**config.mk**
```make
export PLATFORM = sky130hd
export DESIGN_NAME = omp_host_ctrl
export DESIGN_NICKNAME = d
export VERILOG_FILES = /design/src/rtl/omp_host_pkg.sv /design/src/rtl/omp_host_outbuf.sv /design/src/rtl/omp_host_ctrl.sv
export SDC_FILE = /design/constraint.sdc
export NUM_CORES = 1
export LEC_CHECK = 0
export CAP_MARGIN = 20
export CORE_ASPECT_RATIO = 0.5
export CORE_UTILIZATION = 40
export CTS_CLUSTER_DIAMETER = 120
export CTS_CLUSTER_SIZE = 30
export DETAILED_ROUTE_END_ITERATION = 10
export PLACE_DENSITY = 0.81
export SETUP_SLACK_MARGIN = 0.2
export SLEW_MARGIN = 20
export SYNTH_ARGS = -nofsm -noshare
export SYNTH_HDL_FRONTEND = slang
export SYNTH_HIERARCHICAL = 1
export SYNTH_SLANG_ARGS = --single-unit
export TNS_END_PERCENT = 1
```
**constraint.sdc**
```tcl
create_clock -name clk -period 6.96 [get_ports clk]
set_input_delay 1.74 -clock clk [delete_from_list [all_inputs] [get_ports clk]]
set_output_delay 1.74 -clock clk [all_outputs]
set_load 0.01 [all_outputs]
```
**src/rtl/omp_host_pkg.sv**
```systemverilog
// Shared widths, state encoding and helpers for the OMP host sequencer.
package omp_host_pkg;

  localparam int unsigned Q_AW   = 15;
  localparam int unsigned X_AW   = 8;
  localparam int unsigned S_AW   = 7;
  localparam int unsigned WORD   = 32;
  localparam int unsigned BANK_W = 4;
  localparam int unsigned LEN_W  = S_AW + 1;

  typedef enum logic [3:0] {
    ST_IDLE,
    ST_LOAD_Q,
    ST_LOAD_X,
    ST_START,
    ST_WAIT,
    ST_HDR,
    ST_RD_ADDR,
    ST_RD_CAP,
    ST_EMIT_S,
    ST_EMIT_V
  } state_t;

  // Saturate the core's support length to the readback memory depth.
  function automatic logic [LEN_W-1:0] clamp_len(input logic [WORD-1:0] raw,
                                                 input int unsigned     lim);
    if (raw > WORD'(lim)) return LEN_W'(lim);
    return LEN_W'(raw);
  endfunction

endpackage

```
**src/rtl/omp_host_outbuf.sv**
```systemverilog
// Result-stream output register plus captured supp/V pair; holds data under backpressure.
module omp_host_outbuf
  import omp_host_pkg::*;
(
  input  logic            clk,
  input  logic            rst,
  input  logic            hdr,
  input  logic [WORD-1:0] hdr_data,
  input  logic            cap,
  input  logic [WORD-1:0] supp_q,
  input  logic [WORD-1:0] v_q,
  input  logic            ldv,
  input  logic            last,
  input  logic            out_ready,
  output logic            out_valid,
  output logic [WORD-1:0] out_data,
  output logic            out_last,
  output logic            accept_c
);

  logic [WORD-1:0] v_r;

  assign accept_c = out_valid & out_ready;

  // The output register doubles as the supp half of the pair; V waits in v_r.
  always_ff @(posedge clk or negedge rst) begin
    if (!rst) begin
      out_valid <= 1'b0;
      out_data  <= '0;
      out_last  <= 1'b0;
      v_r       <= '0;
    end else if (hdr) begin
      out_valid <= 1'b1;
      out_data  <= hdr_data;
      out_last  <= last;
    end else if (cap) begin
      out_valid <= 1'b1;
      out_data  <= supp_q;
      out_last  <= 1'b0;
      v_r       <= v_q;
    end else if (ldv) begin
      out_valid <= 1'b1;
      out_data  <= v_r;
      out_last  <= last;
    end else if (accept_c) begin
      out_valid <= 1'b0;
      out_last  <= 1'b0;
    end
  end

endmodule

```
**src/rtl/omp_host_ctrl.sv**
```systemverilog
// Host-side sequencer: loads Q/X into the OMP core, starts it, streams results back.
module omp_host_ctrl
  import omp_host_pkg::*;
#(
  parameter int unsigned Q_DEPTH = 32768,
  parameter int unsigned X_DEPTH = 100,
  parameter int unsigned S_MAX   = 128
) (
  input  logic            clk,
  input  logic            rst,
  input  logic            go,
  output logic            busy,
  output logic            done,
  input  logic            in_valid,
  output logic            in_ready,
  input  logic [WORD-1:0] in_data,
  output logic            out_valid,
  input  logic            out_ready,
  output logic [WORD-1:0] out_data,
  output logic            out_last,
  output logic [Q_AW-1:0] q_address,
  output logic [WORD-1:0] q_data,
  output logic            q_we,
  output logic [X_AW-1:0] x_address,
  output logic [WORD-1:0] x_data,
  output logic            x_we,
  output logic            ap_start,
  input  logic            ap_done,
  input  logic            ap_idle,
  output logic [S_AW-1:0] v_address,
  input  logic [WORD-1:0] v_q,
  output logic [S_AW-1:0] supp_address,
  input  logic [WORD-1:0] supp_q,
  input  logic [WORD-1:0] supp_len
);

  state_t           state, state_next;
  logic [Q_AW-1:0]  cnt, cnt_next;
  logic [S_AW-1:0]  j, j_next;
  logic [LEN_W-1:0] len, len_next;
  logic [LEN_W-1:0] hdr_len;
  logic             pair_last;
  logic             done_set;
  logic             ob_hdr, ob_cap, ob_ldv, ob_last;
  logic             accept_c;

  assign hdr_len      = clamp_len(supp_len, S_MAX);
  assign pair_last    = (LEN_W'(j) == (len - LEN_W'(1)));
  assign v_address    = j;
  assign supp_address = j;

  // State, counters and registered status outputs.
  always_ff @(posedge clk or negedge rst) begin
    if (!rst) begin
      state    <= ST_IDLE;
      cnt      <= '0;
      j        <= '0;
      len      <= '0;
      busy     <= 1'b0;
      done     <= 1'b0;
      ap_start <= 1'b0;
    end else begin
      state    <= state_next;
      cnt      <= cnt_next;
      j        <= j_next;
      len      <= len_next;
      busy     <= (state_next != ST_IDLE);
      done     <= done_set;
      ap_start <= (state_next == ST_START);
    end
  end

  // Next-state logic; load strobes are combinational with the in_valid/in_ready handshake.
  always_comb begin
    state_next = state;
    cnt_next   = cnt;
    j_next     = j;
    len_next   = len;
    in_ready   = 1'b0;
    q_we       = 1'b0;
    q_address  = '0;
    q_data     = '0;
    x_we       = 1'b0;
    x_address  = '0;
    x_data     = '0;
    ob_hdr     = 1'b0;
    ob_cap     = 1'b0;
    ob_ldv     = 1'b0;
    ob_last    = 1'b0;
    done_set   = 1'b0;
    case (state)
      ST_IDLE: begin
        if (go) begin
          state_next = ST_LOAD_Q;
          cnt_next   = '0;
        end
      end
      ST_LOAD_Q: begin
        in_ready = ap_idle;
        if (in_valid && ap_idle) begin
          q_we      = 1'b1;
          q_address = {cnt[Q_AW-1:BANK_W], cnt[BANK_W-1:0]};
          q_data    = in_data;
          if (cnt == Q_AW'(Q_DEPTH - 1)) begin
            state_next = ST_LOAD_X;
            cnt_next   = '0;
          end else begin
            cnt_next = cnt + Q_AW'(1);
          end
        end
      end
      ST_LOAD_X: begin
        in_ready = ap_idle;
        if (in_valid && ap_idle) begin
          x_we      = 1'b1;
          x_address = cnt[X_AW-1:0];
          x_data    = in_data;
          if (cnt == Q_AW'(X_DEPTH - 1)) begin
            state_next = ST_START;
            cnt_next   = '0;
          end else begin
            cnt_next = cnt + Q_AW'(1);
          end
        end
      end
      ST_START: begin
        if (!ap_idle) state_next = ST_WAIT;
      end
      ST_WAIT: begin
        if (ap_done) begin
          len_next   = hdr_len;
          ob_hdr     = 1'b1;
          ob_last    = (hdr_len == '0);
          state_next = ST_HDR;
        end
      end
      ST_HDR: begin
        if (accept_c) begin
          if (len == '0) begin
            done_set   = 1'b1;
            state_next = ST_IDLE;
          end else begin
            j_next     = '0;
            state_next = ST_RD_ADDR;
          end
        end
      end
      ST_RD_ADDR: begin
        if (ap_idle) state_next = ST_RD_CAP;
      end
      ST_RD_CAP: begin
        ob_cap     = 1'b1;
        state_next = ST_EMIT_S;
      end
      ST_EMIT_S: begin
        if (accept_c) begin
          ob_ldv     = 1'b1;
          ob_last    = pair_last;
          state_next = ST_EMIT_V;
        end
      end
      ST_EMIT_V: begin
        if (accept_c) begin
          if (pair_last) begin
            done_set   = 1'b1;
            state_next = ST_IDLE;
          end else begin
            j_next     = j + S_AW'(1);
            state_next = ST_RD_ADDR;
          end
        end
      end
      default: state_next = ST_IDLE;
    endcase
  end

  omp_host_outbuf u_outbuf (
    .clk       (clk),
    .rst       (rst),
    .hdr       (ob_hdr),
    .hdr_data  (WORD'(hdr_len)),
    .cap       (ob_cap),
    .supp_q    (supp_q),
    .v_q       (v_q),
    .ldv       (ob_ldv),
    .last      (ob_last),
    .out_ready (out_ready),
    .out_valid (out_valid),
    .out_data  (out_data),
    .out_last  (out_last),
    .accept_c  (accept_c)
  );

endmodule

```
==> impl_metrics.ini <==
[routing]
met3WireLength_um = 1030
top_signal_layer_used = met4
drtAntennaViolNets = 0
drt_pre_antenna_iters = 9
detail_route.wirelength.met1_um = 8560
route.final.wire_length_um = 19200
num_vias = 5867
avgRoutedWirePerCell_um = 17.0
first_iter_violations = 286
drt-vias-per-instance = 5.20
remaining_drc_errors = 16
dr_wl_met2_um = 9420

[critical_path]
cp_data_arrival_time_ns = 4.02
worstPathMaxFanout = 29
worst_r2r_endpoint = u_outbuf/v_r[21]
endpoint_kind = output port
critical-path-max-stage-delay_ns = 0.54
worst-r2r-setup-slack_ns = 3.83
path_common_cell = clkdlybuf4s50_1
worstRegToRegCells = 5
worstPathCellList = clkdlybuf4s50_1 > nand2_1 > nor2_2 > buf_4 > and2_1 > clkdlybuf4s50_1
crit_path_top_delay_cell = clkdlybuf4s50_1
timing.critical_path.required_ns = 5.22
critical_path.reg2reg.startpoint = state[0]
criticalPathCategory = input port to output port
cp-start-kind = input port

[place]
gp_congestion = 0.873
portBuffers = 275
dpl.hpwl_um = 14400

[clock_tree]
htreeDepth = 3
cts_made_buffers = 9
post_cts_setup_buffer_count = 0
max-clock-path-buffers = 2
ctsHoldBuffers = 0
clock_tree_from_tritoncts = yes
cts_sinks = 103
root_buffer = clkbuf_16
cts.clk_slew.worst_paths_ns = 0.07
post_cts.resized_instances = 0
worstSkewPairLatency_ns = 0.34

[hold_path]
whs_path_depth = 1
hp-start = u_outbuf/v_r[12]
capture_endpoint_of_the_worst_hold_path = u_outbuf/v_r[12]
hp-class = flop to flop

[floorplan]
die_span_y_um = 90.9
coreArea_um2 = 15400
io_pins = 276
fp.dieW_um = 180
core.rowCount = 32
initial_core_util_pct = 41.0
fp.dieArea_um2 = 16400

[timing]
grt_setup_unrepaired = false
transition_time_at_the_pin_with_the_least_slew_margin_ns = 0.973
timing.final.crit_share_pct = 82.7
period_minus_slack_ns = 5.76
slew-limit-headroom_pct = 35.0
setup_viol_count_final = 0
final_hold_viol_count = 0
timing.clock.skew_ns = 0.00732
timing.fmax_mhz = 174
fin_setup_tns_ns = 0
timing_max_transition_violations_final = 0

[power_and_ir_drop]
totalPowerFinal_mw = 1.28
pwr-share-seq_pct = 49.3
portion_of_total_power_attributed_to_the_clock_network_pct = 36.9
static-leakage-power_nw = 4.09
power.share.switching_pct = 24.1
max-vdd-ir-drop_v = 0.000112
power.density_cell_area_nw_per_um2 = 135
power_frac_comb_pct = 13.8
switching_power_mw = 0.308
p_int_mw = 0.970

[synthesis]
syn-cell-area_um2 = 6330
ys_types = 68
synth-seq-area-share_pct = 40.7
postSynth.topFlopCell = dfrtp_1
post_synth_top_area_cell = dfrtp_1
synth_warn = 6
avgSynthCellArea_um2 = 9.66
netlist_instances = 655
synth_top_cell_area_share_pct = 40.7
synth.top_cells.by_area = dfrtp_1, and2_1, mux2_2
yosys_register_bits = 103
ys_async_sr_fraction_pct = 100
post_synth_edffs = 0

[final_layout]
nNetsFinal = 1059
layout.cells.most_common = clkdlybuf4s50_1
filler_cell_count = 1265
share_of_cells_above_drive_strength_1_pct = 8.65
most-common-layout-cells = clkdlybuf4s50_1, dfrtp_1, and2_1, o21ai_0, a21oi_1
layout_overhead_on_the_synthesized_area_pct = 49.0
antenna_cells = 0

[outcome]
failed_checks = design-rule violations
outcome = complete, but fails checks

[job]
max_cap_violations = 0

[grt]
antenna_found_initial = 0
grt_overflow_total = 0
number_of_global_route_vias_before_repair = 5627
first_pass_grt_wire_length_um = 30700
global_route.usage.total_pct = 23.5
largest_net_degree_at_the_start_of_global_routing = 71
[power groups by stage]
| stage | logic, mW | registers, mW | clock network [mW] |
|---|---|---|---|
| 3_3_place_gp | 0.172 | 0.641 | 0 |
| 4_1_cts | 0.177 | 0.630 | 0.482 |
| 2_1_floorplan | 0.0516 | 0.635 | 0 |
| 5_1_grt | 0.191 | 0.633 | 0.509 |
| 6_report | 0.176 | 0.630 | 0.472 |
| 3_5_place_dp | 0.177 | 0.642 | 0 |
[critical path, delay by kind of cell]
| family | cells | cell delay, ns |
|---|---|---|
| simple gates | 3 | 0.86 |
| buf+inv | 3 | 1.41 |
[layout make-up]
class                           count  area [um2]  area share (%)
Multi-Input combinational cell    511        3470            36.8
Timing Repair Buffer              282        2800            29.7
Sequential cell                   103        2580            27.3
Tap cell                          204         255            2.71
Clock buffer                       14         254            2.69
Inverter                           13        48.8           0.518
Clock inverter                      2        16.3           0.173
[stage by stage]
step / cell area [um2] / util [%] / hold WS, ns / worst slack [ns] / cells
final: 9430 / 61.2 / 0.501 / 1.20 / 1129
after global routing: 9430 / 61.2 / 0.510 / 1.02 / 1129
after CTS: 9430 / 61.2 / 0.504 / 1.17 / 1129
after detailed placement: 9160 / 59.4 / 0.489 / 1.18 / 1113
after global placement: 9160 / 59.4 / 0.482 / 1.25 / 1113
after floorplan: 6410 / - / 0.473 / 2.56 / 678
[Yosys cell counts, drive strengths merged, types with 4 or more instances]
library cell,instances
and3b,30
inv,13
mux2i,8
nand4,6
nand3b,4
nor2b,5
nor4,13
o2bb2ai,4
o41ai,4
a21oi,38
a22oi,36
nor2,22
or3,4
ha,4
and3,12
nor3,14
mux2,38
nand2,37
o21ai,54
nand3,14
and2,89
buf,29
nand2b,11
clkbuf,22
dfrtp,103
xnor2,8
[how the worst max path moves through the flow]
stage / startpoint / end / slack [ns] / cells past startpoint
global route: ap_idle / x_data[17] / 1.02 / 6
floorplan: in_valid / q_address[11] / 2.56 / 4
finish: ap_idle / q_data[10] / 1.20 / 6
global placement: ap_idle / x_data[31] / 1.25 / 6
CTS: ap_idle / q_data[10] / 1.17 / 6
detailed placement: ap_idle / q_data[10] / 1.18 / 6
[flip-flops by register name (all words and copies together), names as in the netlist]
signal and cells:
len 8, busy 1, supp_address 7, ap_start 1, u_outbuf/out_valid 1, cnt 15, state 4, u_outbuf/out_last 1
u_outbuf/v_r 32, u_outbuf/out_data 32, done 1
[layer usage]
| layer | GRT usage (%) | vias up |
|---|---|---|
| met5 | 0 | - |
| met4 | 4.38 | 0 |
| met3 | 5.01 | 13 |
| met2 | 39.1 | 164 |
| met1 | 31.8 | 2839 |
| li1 | - | 2851 |
[logic make-up (layout without fill, tap and decap cells)]
kind of cell | Yosys count | count (layout) | synth area share (%)
multiplexers | 46 | 46 | 8.21
XOR/XNOR | 10 | 10 | 1.38
buffers and inverters | 64 | 311 | 6.09
flip-flops | 103 | 103 | 40.7
other | 1 | 24 | 0.0593
adder cells (fa/ha/maj) | 4 | 4 | 0.791
AND/OR/NAND/NOR | 270 | 270 | 26.9
AO/OA/AOI/OAI | 157 | 157 | 15.9
No activity file was read; power rests on OpenSTA's default activity.
